## src/rtl/memc3_rst_supervisor_if.sv

```systemverilog
// Reset/status handshake between the MCB reset supervisor and the memory clock/reset infrastructure.
interface memc3_rst_supervisor_if;
    logic       pll_lock;
    logic       calib_done;
    logic       retry_req;
    logic       mem_rst_n;
    logic       user_rst;
    logic       ready;
    logic       fail;
    logic [3:0] retry_count;
    logic [2:0] state;

    // master: the supervisor itself; slave: infrastructure and user side
    modport master (
        input  pll_lock, calib_done, retry_req,
        output mem_rst_n, user_rst, ready, fail, retry_count, state
    );

    modport slave (
        output pll_lock, calib_done, retry_req,
        input  mem_rst_n, user_rst, ready, fail, retry_count, state
    );
endinterface

```

## src/rtl/memc3_rst_supervisor.sv

```systemverilog
// MCB reset supervisor: holds the memory PLL in reset, waits for lock and calibration with
// timeouts and bounded retries, then releases a delayed user reset.
//   state      | meaning
//   HOLD       | mem_rst_n low for HOLD_CYCLES
//   WAIT_LOCK  | waiting for synchronized PLL lock
//   WAIT_CALIB | waiting for calibration done, lock must stay up
//   RELEASE    | lock and calib stable for USER_DELAY before user reset drops
//   RUN        | user logic out of reset, only calib loss restarts
//   FAIL       | retries exhausted, waits for retry_req or sys_rst_n
module memc3_rst_supervisor #(
    parameter int HOLD_CYCLES   = 16,
    parameter int LOCK_TIMEOUT  = 1024,
    parameter int CALIB_TIMEOUT = 65536,
    parameter int USER_DELAY    = 25,
    parameter int MAX_RETRIES   = 3,
    parameter int CNT_W         = 20
) (
    input logic                    clk0,
    input logic                    sys_rst_n,
    memc3_rst_supervisor_if.master ctl
);

    typedef enum logic [2:0] {
        HOLD       = 3'd0,
        WAIT_LOCK  = 3'd1,
        WAIT_CALIB = 3'd2,
        RELEASE    = 3'd3,
        RUN        = 3'd4,
        FAIL       = 3'd5
    } state_t;

    localparam logic [CNT_W-1:0] HOLD_TC  = CNT_W'(HOLD_CYCLES - 1);
    localparam logic [CNT_W-1:0] LOCK_TC  = CNT_W'(LOCK_TIMEOUT - 1);
    localparam logic [CNT_W-1:0] CALIB_TC = CNT_W'(CALIB_TIMEOUT - 1);
    localparam logic [CNT_W-1:0] DELAY_TC = CNT_W'(USER_DELAY - 1);
    localparam logic [3:0]       MAX_RC   = 4'(MAX_RETRIES);

    state_t           state_q, state_d;
    logic [CNT_W-1:0] count_q, count_d;
    logic [3:0]       retries_q, retries_d;
    logic             do_retry;

    logic lock_meta, lock_s;
    logic calib_meta, calib_s;

    logic mem_rst_n_q, user_rst_q, ready_q, fail_q;
    logic mem_rst_n_d, user_rst_d, ready_d, fail_d;

    always_ff @(posedge clk0) begin
        if (!sys_rst_n) begin
            lock_meta   <= 1'b0;
            lock_s      <= 1'b0;
            calib_meta  <= 1'b0;
            calib_s     <= 1'b0;
            state_q     <= HOLD;
            count_q     <= '0;
            retries_q   <= '0;
            mem_rst_n_q <= 1'b0;
            user_rst_q  <= 1'b1;
            ready_q     <= 1'b0;
            fail_q      <= 1'b0;
        end else begin
            lock_meta   <= ctl.pll_lock;
            lock_s      <= lock_meta;
            calib_meta  <= ctl.calib_done;
            calib_s     <= calib_meta;
            state_q     <= state_d;
            count_q     <= count_d;
            retries_q   <= retries_d;
            mem_rst_n_q <= mem_rst_n_d;
            user_rst_q  <= user_rst_d;
            ready_q     <= ready_d;
            fail_q      <= fail_d;
        end
    end

    always_comb begin
        state_d   = state_q;
        count_d   = count_q + CNT_W'(1);
        retries_d = retries_q;
        do_retry  = 1'b0;

        case (state_q)
            HOLD: begin
                if (count_q == HOLD_TC) state_d = WAIT_LOCK;
            end
            WAIT_LOCK: begin
                if (lock_s)                 state_d  = WAIT_CALIB;
                else if (count_q == LOCK_TC) do_retry = 1'b1;
            end
            WAIT_CALIB: begin
                if (!lock_s)                  do_retry = 1'b1;
                else if (calib_s)             state_d  = RELEASE;
                else if (count_q == CALIB_TC) do_retry = 1'b1;
            end
            RELEASE: begin
                if (!lock_s || !calib_s)      do_retry = 1'b1;
                else if (count_q == DELAY_TC) state_d  = RUN;
            end
            RUN: begin
                // PLL lock may drop during suspend; only calibration loss restarts the MCB
                count_d = '0;
                if (!calib_s) do_retry = 1'b1;
            end
            FAIL: begin
                count_d = '0;
            end
            default: begin
                state_d = HOLD;
            end
        endcase

        if (do_retry) begin
            if (retries_q == MAX_RC) begin
                state_d = FAIL;
            end else begin
                state_d = HOLD;
                if (retries_q != 4'hF) retries_d = retries_q + 4'd1;
            end
        end

        if (ctl.retry_req) begin
            state_d   = HOLD;
            retries_d = '0;
        end

        if (state_d != state_q || ctl.retry_req) count_d = '0;
    end

    // Outputs decode the next state so they switch on the same edge as the state register
    always_comb begin
        mem_rst_n_d = (state_d != HOLD);
        user_rst_d  = (state_d != RUN);
        ready_d     = (state_d == RUN);
        fail_d      = (state_d == FAIL);
    end

    assign ctl.mem_rst_n   = mem_rst_n_q;
    assign ctl.user_rst    = user_rst_q;
    assign ctl.ready       = ready_q;
    assign ctl.fail        = fail_q;
    assign ctl.retry_count = retries_q;
    assign ctl.state       = state_q;

endmodule

```

## src/flat_wrapper.sv

```systemverilog
// flat-port wrapper written by rule: the top's interface ports become plain ports
module memc3_rst_supervisor_flat 
#(
    parameter int HOLD_CYCLES   = 16,
    parameter int LOCK_TIMEOUT  = 1024,
    parameter int CALIB_TIMEOUT = 65536,
    parameter int USER_DELAY    = 25,
    parameter int MAX_RETRIES   = 3,
    parameter int CNT_W         = 20
)
  (clk0, sys_rst_n, ctl_pll_lock, ctl_calib_done, ctl_retry_req, ctl_mem_rst_n, ctl_user_rst, ctl_ready, ctl_fail, ctl_retry_count, ctl_state);
  memc3_rst_supervisor_if ctl_i ();
  input logic clk0;
  input logic sys_rst_n;
  input wire logic [$bits(ctl_i.pll_lock)-1:0] ctl_pll_lock;
  input wire logic [$bits(ctl_i.calib_done)-1:0] ctl_calib_done;
  input wire logic [$bits(ctl_i.retry_req)-1:0] ctl_retry_req;
  output wire logic [$bits(ctl_i.mem_rst_n)-1:0] ctl_mem_rst_n;
  output wire logic [$bits(ctl_i.user_rst)-1:0] ctl_user_rst;
  output wire logic [$bits(ctl_i.ready)-1:0] ctl_ready;
  output wire logic [$bits(ctl_i.fail)-1:0] ctl_fail;
  output wire logic [$bits(ctl_i.retry_count)-1:0] ctl_retry_count;
  output wire logic [$bits(ctl_i.state)-1:0] ctl_state;
  assign ctl_i.pll_lock = ctl_pll_lock;
  assign ctl_i.calib_done = ctl_calib_done;
  assign ctl_i.retry_req = ctl_retry_req;
  assign ctl_mem_rst_n = ctl_i.mem_rst_n;
  assign ctl_user_rst = ctl_i.user_rst;
  assign ctl_ready = ctl_i.ready;
  assign ctl_fail = ctl_i.fail;
  assign ctl_retry_count = ctl_i.retry_count;
  assign ctl_state = ctl_i.state;
  memc3_rst_supervisor #(.HOLD_CYCLES(HOLD_CYCLES), .LOCK_TIMEOUT(LOCK_TIMEOUT), .CALIB_TIMEOUT(CALIB_TIMEOUT), .USER_DELAY(USER_DELAY), .MAX_RETRIES(MAX_RETRIES), .CNT_W(CNT_W)) u_core (.clk0(clk0), .sys_rst_n(sys_rst_n), .ctl(ctl_i));
endmodule
```

## config.mk

```make
export PLATFORM = sky130hd
export DESIGN_NAME = memc3_rst_supervisor_flat
export DESIGN_NICKNAME = d
export VERILOG_FILES = /design/src/rtl/memc3_rst_supervisor_if.sv /design/src/rtl/memc3_rst_supervisor.sv /design/src/flat_wrapper.sv
export SDC_FILE = /design/constraint.sdc
export NUM_CORES = 1
export LEC_CHECK = 0
export ABC_AREA = 1
export BUFFER_PORTS_ARGS = -buffer_cell sky130_fd_sc_hd__buf_2
export CAP_MARGIN = 20
export CORE_UTILIZATION = 55
export CTS_BUF_LIST = sky130_fd_sc_hd__clkbuf_8
export DETAILED_ROUTE_END_ITERATION = 10
export PLACE_DENSITY = 0.77
export RECOVER_POWER = 25
export SLEW_MARGIN = 20
export SYNTH_ARGS = -nofsm -noshare
export SYNTH_HDL_FRONTEND = slang
export SYNTH_SLANG_ARGS = --single-unit
```

## constraint.sdc

```tcl
create_clock -name clk0 -period 5.55 [get_ports clk0]
set_clock_uncertainty 0.1 [all_clocks]
set_input_delay 0.2775 -clock clk0 [delete_from_list [all_inputs] [get_ports clk0]]
set_output_delay 0.2775 -clock clk0 [all_outputs]
set_load 0.01 [all_outputs]
```

# Yosys cells after proc, flatten, opt, wreduce, memory -nomap -nowiden
# Cells that the tools add are included.
[totals]
reg_bits = 35
latch_bits = 0
ram_bits = 0
rom_bits = 0
input_bits = 5
output_inout_bits = 11
elab_cells = 58
mem_count = 0
[op_classes]
addsub = 2
mul = 0
div = 0
order_cmp = 0
n_eq_ne = 15
shift = 0
n_mux = 18
bitwise = 2
n_reduce_logical = 10
[ops]
columns = ["cell", "count"]
rows = [
  ["two-way mux 3 bit", 9],
  ["adder 20 x 1 -> 20 bit, second input constant", 1],
  ["== test 20 x 10 -> 1 bit, second input constant", 1],
  ["== test 20 x 16 -> 1 bit, second input constant", 1],
  ["== test 20 x 4 -> 1 bit, second input constant", 1],
  ["== test 20 x 5 -> 1 bit, second input constant", 1],
  ["one-hot mux 3 bit (5 select lines)", 1],
  ["== test 3 bit, second input constant", 4],
  ["two-way mux 1 bit", 7],
  ["== test 3 x 2 -> 1 bit, second input constant", 2],
  ["adder 4 x 1 -> 4 bit, second input constant", 1],
  ["== test 4 x 2 -> 1 bit, second input constant", 1],
  ["!= test 4 bit, second input constant", 1],
  ["one-hot mux 1 bit (4 select lines)", 1],
  ["OR reduction 2 bit", 2],
  ["OR reduction 4 bit", 1],
  ["== test 3 x 1 -> 1 bit, second input constant", 1],
  ["logical NOT 3 bit", 1],
  ["!= test 3 bit", 1],
  ["!= test 3 bit, second input constant", 1],
  ["AND reduction 3 bit", 1],
  ["nonzero test 3 bit", 1],
  ["logical NOT 1 bit", 2],
  ["logical OR 1 bit", 2],
  ["inverter 1 bit", 2],
]

# Logic depth before layout (Yosys ltp)
# Gate-level depths: netlist (run 1).
[logic_depth]
ltp_word = 10
ltp_mapped = 15
ltp_nobuf = 14

# Worst setup path before layout (run 1)
# No wires, ideal clock.
[synth_timing]
kind = "register to register"
from = "register u_core.count_q[0]"
to = "register u_core.count_q[0]"
setup_ps = 118
arrival_time_ps = 1788
path_slack_ps = 3544
path_stages_with_launch = 14
path_buffers = 1
period_less_slack_ps = 2006
path_cell_list = "dfxtp_1 ha_1 nand3_2 nor2_4 nand3_4 o21ai_2 nand2_1 nand3_2 nand2_2 nand3_2 nand2_1 nand3_2 buf_6 nor3_2"
[synth_between]
elab_chain_len = 10
elab_cells_between_ends = 20
[synth_lines]
columns = ["item", "line_no", "rtl"]
rows = [
  ["start: declaration", "memc3_rst_supervisor.sv:39", "logic [CNT_W-1:0] count_q, count_d;"],
  ["start signal: assignment", "memc3_rst_supervisor.sv:68", "count_q <= count_d;"],
  ["== test 20 x 16 -> 1 bit", "memc3_rst_supervisor.sv:94", "else if (count_q == CALIB_TC) do_retry = 1'b1;"],
  ["two-way mux 1 bit", "memc3_rst_supervisor.sv:94", ""],
  ["two-way mux 1 bit", "memc3_rst_supervisor.sv:93", "else if (calib_s) state_d = RELEASE;"],
  ["two-way mux 1 bit", "memc3_rst_supervisor.sv:92", "if (!lock_s) do_retry = 1'b1;"],
  ["one-hot mux 1 bit (4 select lines)", "memc3_rst_supervisor.sv:83", "case (state_q)"],
  ["two-way mux 3 bit", "memc3_rst_supervisor.sv:113", "if (do_retry) begin"],
  ["two-way mux 3 bit", "memc3_rst_supervisor.sv:122", "if (ctl.retry_req) begin"],
  ["!= test 3 bit", "memc3_rst_supervisor.sv:127", "if (state_d != state_q || ctl.retry_req) count_d = '0;"],
  ["logical OR 1 bit", "memc3_rst_supervisor.sv:127", ""],
  ["OR reduction 4 bit (no line)", "--", ""],
]
# Parallel ways exist; a longest one is shown, timed or not.
# A chain may end at the register's enable or synchronous reset.

# Worst setup path in the final report (run 1)
[layout_timing]
from = "register u_core.count_q[0]"
to = "register u_core.count_q[2]"
# The elaborated chain is that of the path after synthesis.

==> run_results.csv, run 1 <==
group,metric,value,unit
outcome,outcome,"finished, final reports clean",
power_and_ir_drop,total_power,0.542,mW
critical_path,path_max_fanout,20,
clocking,cts_buffer_depth,2,
logic_synthesis,synthAdderAreaFrac,1.91,%
drt,routed_wl,3650,um
cells_and_area,layout_commonest_cell,"inv_1",
cells_and_area,final_nets,282,
clocking,postCtsSetupRepairBufs,0,
power_and_ir_drop,vdd_drop_max,144,uV
cells_and_area,seq_area,701,sq um
sta,postLayoutSetupSlackWorst,3.04,ns
grt,first_global_vias,1455,
placement,place_hpwl,2700,um
floorplanning,die_y,61.7,um
clocking,cts_tree,"done",
cells_and_area,nFillCells,328,
clocking,postCtsHoldBufs,0,
cells_and_area,instances_no_fill,321,
hold_path,min_path_cells,3,
critical_path,critPathCaptureType,"flop",
logic_synthesis,avgSynthCellArea,7.66,sq um
critical_path,r2r-end,"u_core.count_q[2]$_SDFF_PP0_",
sta,finalSetupViolCount,0,
logic_synthesis,yosysTopAreaCellShare,35.7,%
logic_synthesis,synth-seq-area-share,35.7,%
grt,grt_use_total,22.0,%
floorplanning,die_w,61.7,um
logic_synthesis,synth_nets,264,
clocking,tritoncts_num_sinks,35,
sta,tightest_slew,0.605,ns
sta,finalMaxSlewViolations,0,
sta,relSlewSlack,59.6,%
critical_path,reg2reg_slack,3.04,ns
drt,dr_total_vias,1610,
clocking,cts_inserted_buffers,5,
critical_path,critPathKind,"reg2reg",
cells_and_area,drive_above_1_share,19.6,%
floorplanning,initial_utilization,58.3,%
logic_synthesis,synth_top_area_cell,"dfxtp_1",
clocking,cts-root-buf,"clkbuf_8",
grt,grt_pass1_wl,6090,um
clocking,clk_latency,0.29,ns
logic_synthesis,synth_seq_cells,35,
grt,overflow,0,
floorplanning,rows,21,
drt,via_per_inst,5.02,
sta,rsz0062_at_grt,"no",
grt,antenna_found_initial,0,
placement,io_buffers,15,
cells_and_area,final_cell_mix,"inv_1 (42), nand2_1 (40), nor2_1 (39)",
critical_path,crit_required,5.66,ns
critical_path,rr_worst_depth,11,
critical_path,crit_top_cell,"nand3_2",
floorplanning,io_pins,16,
logic_synthesis,synth_compound_area_share,4.34,%
drt,first_pass_iters,4,
logic_synthesis,syn_area,1960,sq um
clocking,postCtsResizedCells,0,
critical_path,worst-path-buf-inv,0,
logic_synthesis,yosys_warnings,0,
logic_synthesis,synth_simple_gate_area_share,39.9,%
critical_path,worst_setup_path_start_kind,"flop",
drt,postRouteAntennaNets,0,
critical_path,arrival,2.62,ns
critical_path,r2r-start,"u_core.count_q[0]$_SDFF_PP0_",
logic_synthesis,synthDistinctLibCells,26,
floorplanning,core_area,3360,sq um
placement,placed_cells,313,
critical_path,crit_family,"simple AND/OR/NAND/NOR gates",
floorplanning,dieArea,3810,sq um
clocking,cts.clk_slew.worst_paths,0.07,ns
critical_path,crit_slowest_cell,"nand3_2",
sta,finalSetupTns,0,ns
hold_path,hp-start,"ctl_pll_lock",
sta,finalCriticalPeriod,2.51,ns
cells_and_area,postLayoutCoreUtil,64.7,%
power_and_ir_drop,leakage,0.862,nW
drt,wire_per_inst,11.4,um
logic_synthesis,synth_xor_area_share,7.59,%
logic_synthesis,synth_top_family_by_area,"simple AND/OR/NAND/NOR gates",
flow_run,cap_violations,0,
cells_and_area,area_growth,10.9,%
drt,drt_iter0_drc,111,
logic_synthesis,synthTopCellsByArea,"dfxtp_1 (36%), nor3_2 (11%), inv_1 (8.0%)",
sta,fmax,398,MHz
hold_path,min_path_type,"in2reg",
cells_and_area,antenna_cells,0,
hold_path,hold_end,"u_core.lock_meta$_SDFF_PN0_",
placement,pre_cts_slack,3.02,ns
cells_and_area,multiInputGateArea,1050,sq um
critical_path,max_stage_delay,0.48,ns
logic_synthesis,synthMuxAreaShare,0,%
placement,gp_congestion,0.807,
sta,finalCritPeriodShare,45.2,%
grt,grt_max_degree,21,
clocking,ctsHtreeMaxLevel,2,
sta,hold_viol_final,0,
drt,drc_errors,0,
power_and_ir_drop,powerDensity,249,nW/um^2
critical_path,crit_path_cell_trace,"ha_1, nand3_2, nor2_4, nand3_4, o21ai_2, nand2_1, nand3_2, nand2_2, nand4_1, nand3_2, nor3_2",
logic_synthesis,synthCells,256,
[synth_stat cells]
cell type   n
nand2_1    40
ha_1        3
a21oi_1     5
nand3_4     1
xor2_1      9
o21ai_0     2
nor3_2     22
nor2_4      1
and3_1      1
nand2_2     3
nor2_1     39
buf_6       4
a311oi_1    1
inv_2       1
a211oi_1    1
nor2_2      3
nand3_2     6
nand4_1     6
a31oi_2     1
nor3_1      2
o21ai_2     1
dfxtp_1    35
nand3_1    17
a31oi_1     2
inv_1      42
xnor2_1     8
[routing by layer]
| layer | up-vias | part of all wire, % | global-route usage, % |
|---|---|---|---|
| li1 | 845 | - | - |
| met5 | - | 0 | 0 |
| met3 | 6 | 4.1 | 6.21 |
| met4 | 0 | 1.5 | 10.8 |
| met2 | 21 | 46 | 35.2 |
| met1 | 738 | 48 | 27.1 |
[through the flow]
stage	hold slack (ns)	instance area, sq um
floorplan	0.271	1960
finish	0.0612	2170
global route	0.0650	2170
global placement	0.294	2050
detailed placement	0.301	2050
CTS	0.0573	2180
[report_power, final]
part / internal (mW) / switching [mW]
clock: 0.179 / 0.0954
combinational: 0.00350 / 0.00872
sequential: 0.253 / 0.00176
total: 0.436 / 0.106
[worst min-delay path: stages]
cell and delay, ns:
buf_2 0.07, nand2_1 0.04, inv_1 0.04
[area by class of cell]
class | count | share of cell area [%]
multi-input combinational | 174 | 48.4
sequential | 35 | 32.2
inverter | 43 | 7.42
clock buffer | 5 | 3.16
clock inverter | 3 | 3.11
timing repair buffer | 15 | 2.99
tap | 46 | 2.65
[flip-flops by register name, summed over array words and instances (netlist names)]
signal	flops
u_core.ctl.user_rst	1
u_core.ctl.ready	1
u_core.ctl.fail	1
u_core.ctl.mem_rst_n	1
u_core.calib_meta	1
u_core.count_q	20
u_core.ctl.state	3
u_core.calib_s	1
u_core.lock_meta	1
u_core.ctl.retry_count	4
u_core.lock_s	1
[worst max path at each step]
stage                                      start  cells after the start  slack [ns]                       endpoint
global placement    u_core.count_q[0]$_SDFF_PP0_                     11        3.08   u_core.count_q[0]$_SDFF_PP0_
CTS                 u_core.count_q[0]$_SDFF_PP0_                     11        2.98  u_core.count_q[15]$_SDFF_PP0_
finish              u_core.count_q[0]$_SDFF_PP0_                     11        3.04   u_core.count_q[2]$_SDFF_PP0_
detailed placement  u_core.count_q[0]$_SDFF_PP0_                     11        3.02  u_core.count_q[18]$_SDFF_PP0_
global route        u_core.count_q[0]$_SDFF_PP0_                     13        2.70   u_core.count_q[2]$_SDFF_PP0_
floorplan           u_core.count_q[0]$_SDFF_PP0_                     13        3.54   u_core.count_q[0]$_SDFF_PP0_
[kinds of logic (layout without fill, tap and decap cells)]
group,count (synthesis),count (layout)
AND/OR/NAND/NOR,141,141
buffers and inverters,47,66
flip-flops,35,35
XOR/XNOR,17,17
AO/OA/AOI/OAI,13,13
adder cells (fa/ha/maj),3,3
No activity file was read; power rests on OpenSTA's default activity.
==> run 2: changes to the inputs <==
Settings changed: ABC_AREA 1 to 0, PLACE_DENSITY 0.77 to 0.78.
Clock period 5.55 ns to 2.4 ns, I/O delays scaled along.
==> run 2 against run 1 <==
Compared with the run above:
- the run now ends with negative setup slack left
- first-iteration DRC count down 47%
- sequential cell count stayed put
- global-route usage grew 6.1 points
- power is 90% higher
- critical path type unchanged
- critical endpoint is now u_core.count_q[1]$_SDFF_PP0_
- largest cell class unchanged
- largest power group is now registers
- highest routed layer unchanged
==> run_results.csv, run 2 <==
group,metric,value,unit
floorplanning,die_w,57.9,um
clocking,cts_tree,"done",
critical_path,rr_worst_depth,8,
floorplanning,core_area,2850,sq um
sta,finalCritPeriodShare,106,%
logic_synthesis,yosys_warnings,0,
floorplanning,dieArea,3350,sq um
cells_and_area,antenna_cells,0,
drt,first_pass_iters,4,
logic_synthesis,synth_top_family_by_area,"simple AND/OR/NAND/NOR gates",
critical_path,critPathKind,"reg2reg",
clocking,cts-root-buf,"clkbuf_8",
hold_path,hp-start,"sys_rst_n",
outcome,violations,"negative setup slack",
grt,met2_usage,49.6,%
clocking,clk_latency,0.29,ns
drt,drc_errors,0,
critical_path,path_max_fanout,7,
sta,relSlewSlack,66.2,%
clocking,cts_buffer_depth,2,
hold_path,min_path_cells,2,
critical_path,crit_required,2.52,ns
placement,placed_area,2080,sq um
floorplanning,initial_utilization,60.2,%
drt,drt_iter0_drc,59,
placement,io_buffers,15,
drt,via_per_inst,5.67,
logic_synthesis,yosys-top-cells-count,"dfxtp_1 (35), nor2_1 (29), nand2_1 (14)",
drt,postRouteAntennaNets,0,
logic_synthesis,synth_seq_cells,35,
power_and_ir_drop,powerDensity,442,nW/um^2
grt,met1_usage,32.0,%
floorplanning,io_pins,16,
logic_synthesis,synth_compound_area_share,6.34,%
sta,finalMaxSlewViolations,0,
sta,fmax,394,MHz
sta,timing.hold.ws,0.0240,ns
clocking,ctsHtreeMaxLevel,2,
logic_synthesis,synth-edff-count,0,
cells_and_area,area_growth,35.6,%
drt,dr_total_vias,1564,
power_and_ir_drop,total_power,1.03,mW
clocking,cts_inserted_buffers,5,
sta,finalCriticalPeriod,2.54,ns
logic_synthesis,synth_async_sr_flop_share,0,%
cells_and_area,nFillCells,183,
clocking,cts.clk_slew.worst_paths,0.07,ns
flow_run,cap_violations,0,
sta,postLayoutSetupSlackWorst,-0.141,ns
sta,hold_viol_final,0,
power_and_ir_drop,leakage,0.928,nW
logic_synthesis,avgSynthCellArea,9.13,sq um
power_and_ir_drop,vdd_drop_max,411,uV
grt,grt_max_degree,11,
grt,grt-busiest-layer,"met2",
logic_synthesis,synth_simple_gate_area_share,34.3,%
grt,grt_use_total,28.0,%
clocking,tritoncts_num_sinks,35,
sta,tightest_slew,0.502,ns
logic_synthesis,yosysTopAreaCellShare,40.8,%
critical_path,arrival,2.66,ns
drt,wire_per_inst,15.3,um
drt,routed_wl,4230,um
cells_and_area,final_nets,252,
placement,place_hpwl,2800,um
logic_synthesis,yosysMostFrequentCell,"dfxtp_1",
critical_path,critPathCaptureType,"flop",
critical_path,r2r-start,"u_core.count_q[19]$_SDFF_PP0_",
cells_and_area,largest_register_ff_count,20,
logic_synthesis,synth_nets,196,
floorplanning,die_y,57.9,um
grt,first_global_vias,1573,
floorplanning,rows,19,
logic_synthesis,synth_top_area_cell,"dfxtp_1",
grt,grt_pass1_wl,6980,um
critical_path,reg2reg_slack,-0.14,ns
critical_path,startpoint,"u_core.count_q[19]$_SDFF_PP0_",
hold_path,min_path_type,"in2reg",
logic_synthesis,synth-seq-area-share,40.8,%
sta,finalSetupViolCount,24,
outcome,outcome,"finished with violations",
placement,gp_congestion,0.912,
logic_synthesis,synth_xor_area_share,11.2,%
grt,overflow,0,
cells_and_area,final_area,2330,sq um
cells_and_area,top_register,"u_core.count_q",
grt,antenna_found_initial,0,
sta,finalSetupTns,-2.69,ns
logic_synthesis,synthTopCellsByArea,"dfxtp_1 (41%), xor2_1 (6.6%), nor2_1 (6.3%)",
grt,use_met3,9.38,%
cells_and_area,drive_above_1_share,39.6,%
logic_synthesis,ys.flop_type,"dfxtp_1",
logic_synthesis,synthAdderAreaFrac,2.19,%
cells_and_area,final_cell_mix,"buf_4 (32), dfxtp_1 (30), nor2_1 (23)",
logic_synthesis,syn_area,1720,sq um
cells_and_area,layout_commonest_cell,"buf_4",
critical_path,worst_setup_path_start_kind,"flop",
sta,rsz0062_at_grt,"yes",
logic_synthesis,synthMuxAreaShare,2.62,%
logic_synthesis,synthDistinctLibCells,41,
logic_synthesis,synthCells,188,
run 2: cell count changes after synthesis, moves of 4 or more:
cell	change
inv_1	-38
nand2_1	-26
nor3_2	-16
nor2_1	-10
and2_1	+9
nand3_1	-8
nand3_2	-6
nor4_1	+6
and3_1	+4
xor2_1	+4
run 2: cells by family (layout without fill, tap and decap cells):
| family | after synthesis | in the layout |
|---|---|---|
| muxes | 4 | 4 |
| adders and majority gates | 3 | 3 |
| and+or+nand+nor | 101 | 101 |
| xor gates and xnor gates | 21 | 21 |
| AOI/OAI and AO/OA | 15 | 15 |
| DFF | 35 | 35 |
| buffers and inverters | 9 | 66 |
run 2: layout make-up:
class	count	area (sq um)	area share (%)
clock buffers	5	68.8	2.96
clock inverters	3	12.5	0.537
inverters	4	15.0	0.645
multi-input cells	144	1100	47.1
flip-flops and latches	35	707	30.4
well taps	31	38.8	1.67
repair buffers	54	390	16.8
run 2: report_power, final:
group | leakage, nW | total, mW | internal [mW] | switching (mW)
sequential | 0.285 | 0.590 | 0.586 | 0.00408
clock | 0.0505 | 0.397 | 0.195 | 0.203
combinational | 0.592 | 0.0419 | 0.0198 | 0.0220
total | 0.928 | 1.03 | 0.800 | 0.229
run 2: timing repair:
| item | 4_1_cts | 5_1_grt |
|---|---|---|
| gates resized for setup | 14 | 8 |
| endpoints found under the hold margin | 3 | 0 |
| buffers inserted | 4 | 1 |
| hold buffers | 3 | 0 |
| setup endpoints to repair | 26 | 27 |
| pin swaps | 14 | 4 |
| cloned | 1 | 0 |
run 2: path summary, 6_finish.rpt:
kind / end
worst min-delay path: u_core.calib_meta$_SDFF_PN0_
worst max-delay path: u_core.count_q[1]$_SDFF_PP0_
worst max register to register: u_core.count_q[1]$_SDFF_PP0_
worst min register to register: u_core.calib_s$_SDFF_PN0_
run 2: critical path, cell delays in order, from the launching register on:
cell	delay (ns)
dfxtp_2	0.33
nor4_4	0.33
and4_1	0.26
or3b_4	0.40
a22oi_4	0.17
mux2_4	0.35
mux2i_4	0.21
buf_6	0.17
nor3b_2	0.14
run 2: stage by stage:
step	util [%]	std cells	setup slack (ns)
floorplan	-	188	-0.0499
finish	81.6	276	-0.141
global placement	72.9	259	-0.119
global route	81.6	276	-0.222
CTS	80.1	275	-0.116
detailed placement	72.9	259	-0.152
run 2: routing by layer:
layer,up-vias,wire length [um]
li1,760,-
met1,760,1800
met2,35,2210
met3,9,163
met4,0,55
met5,-,0
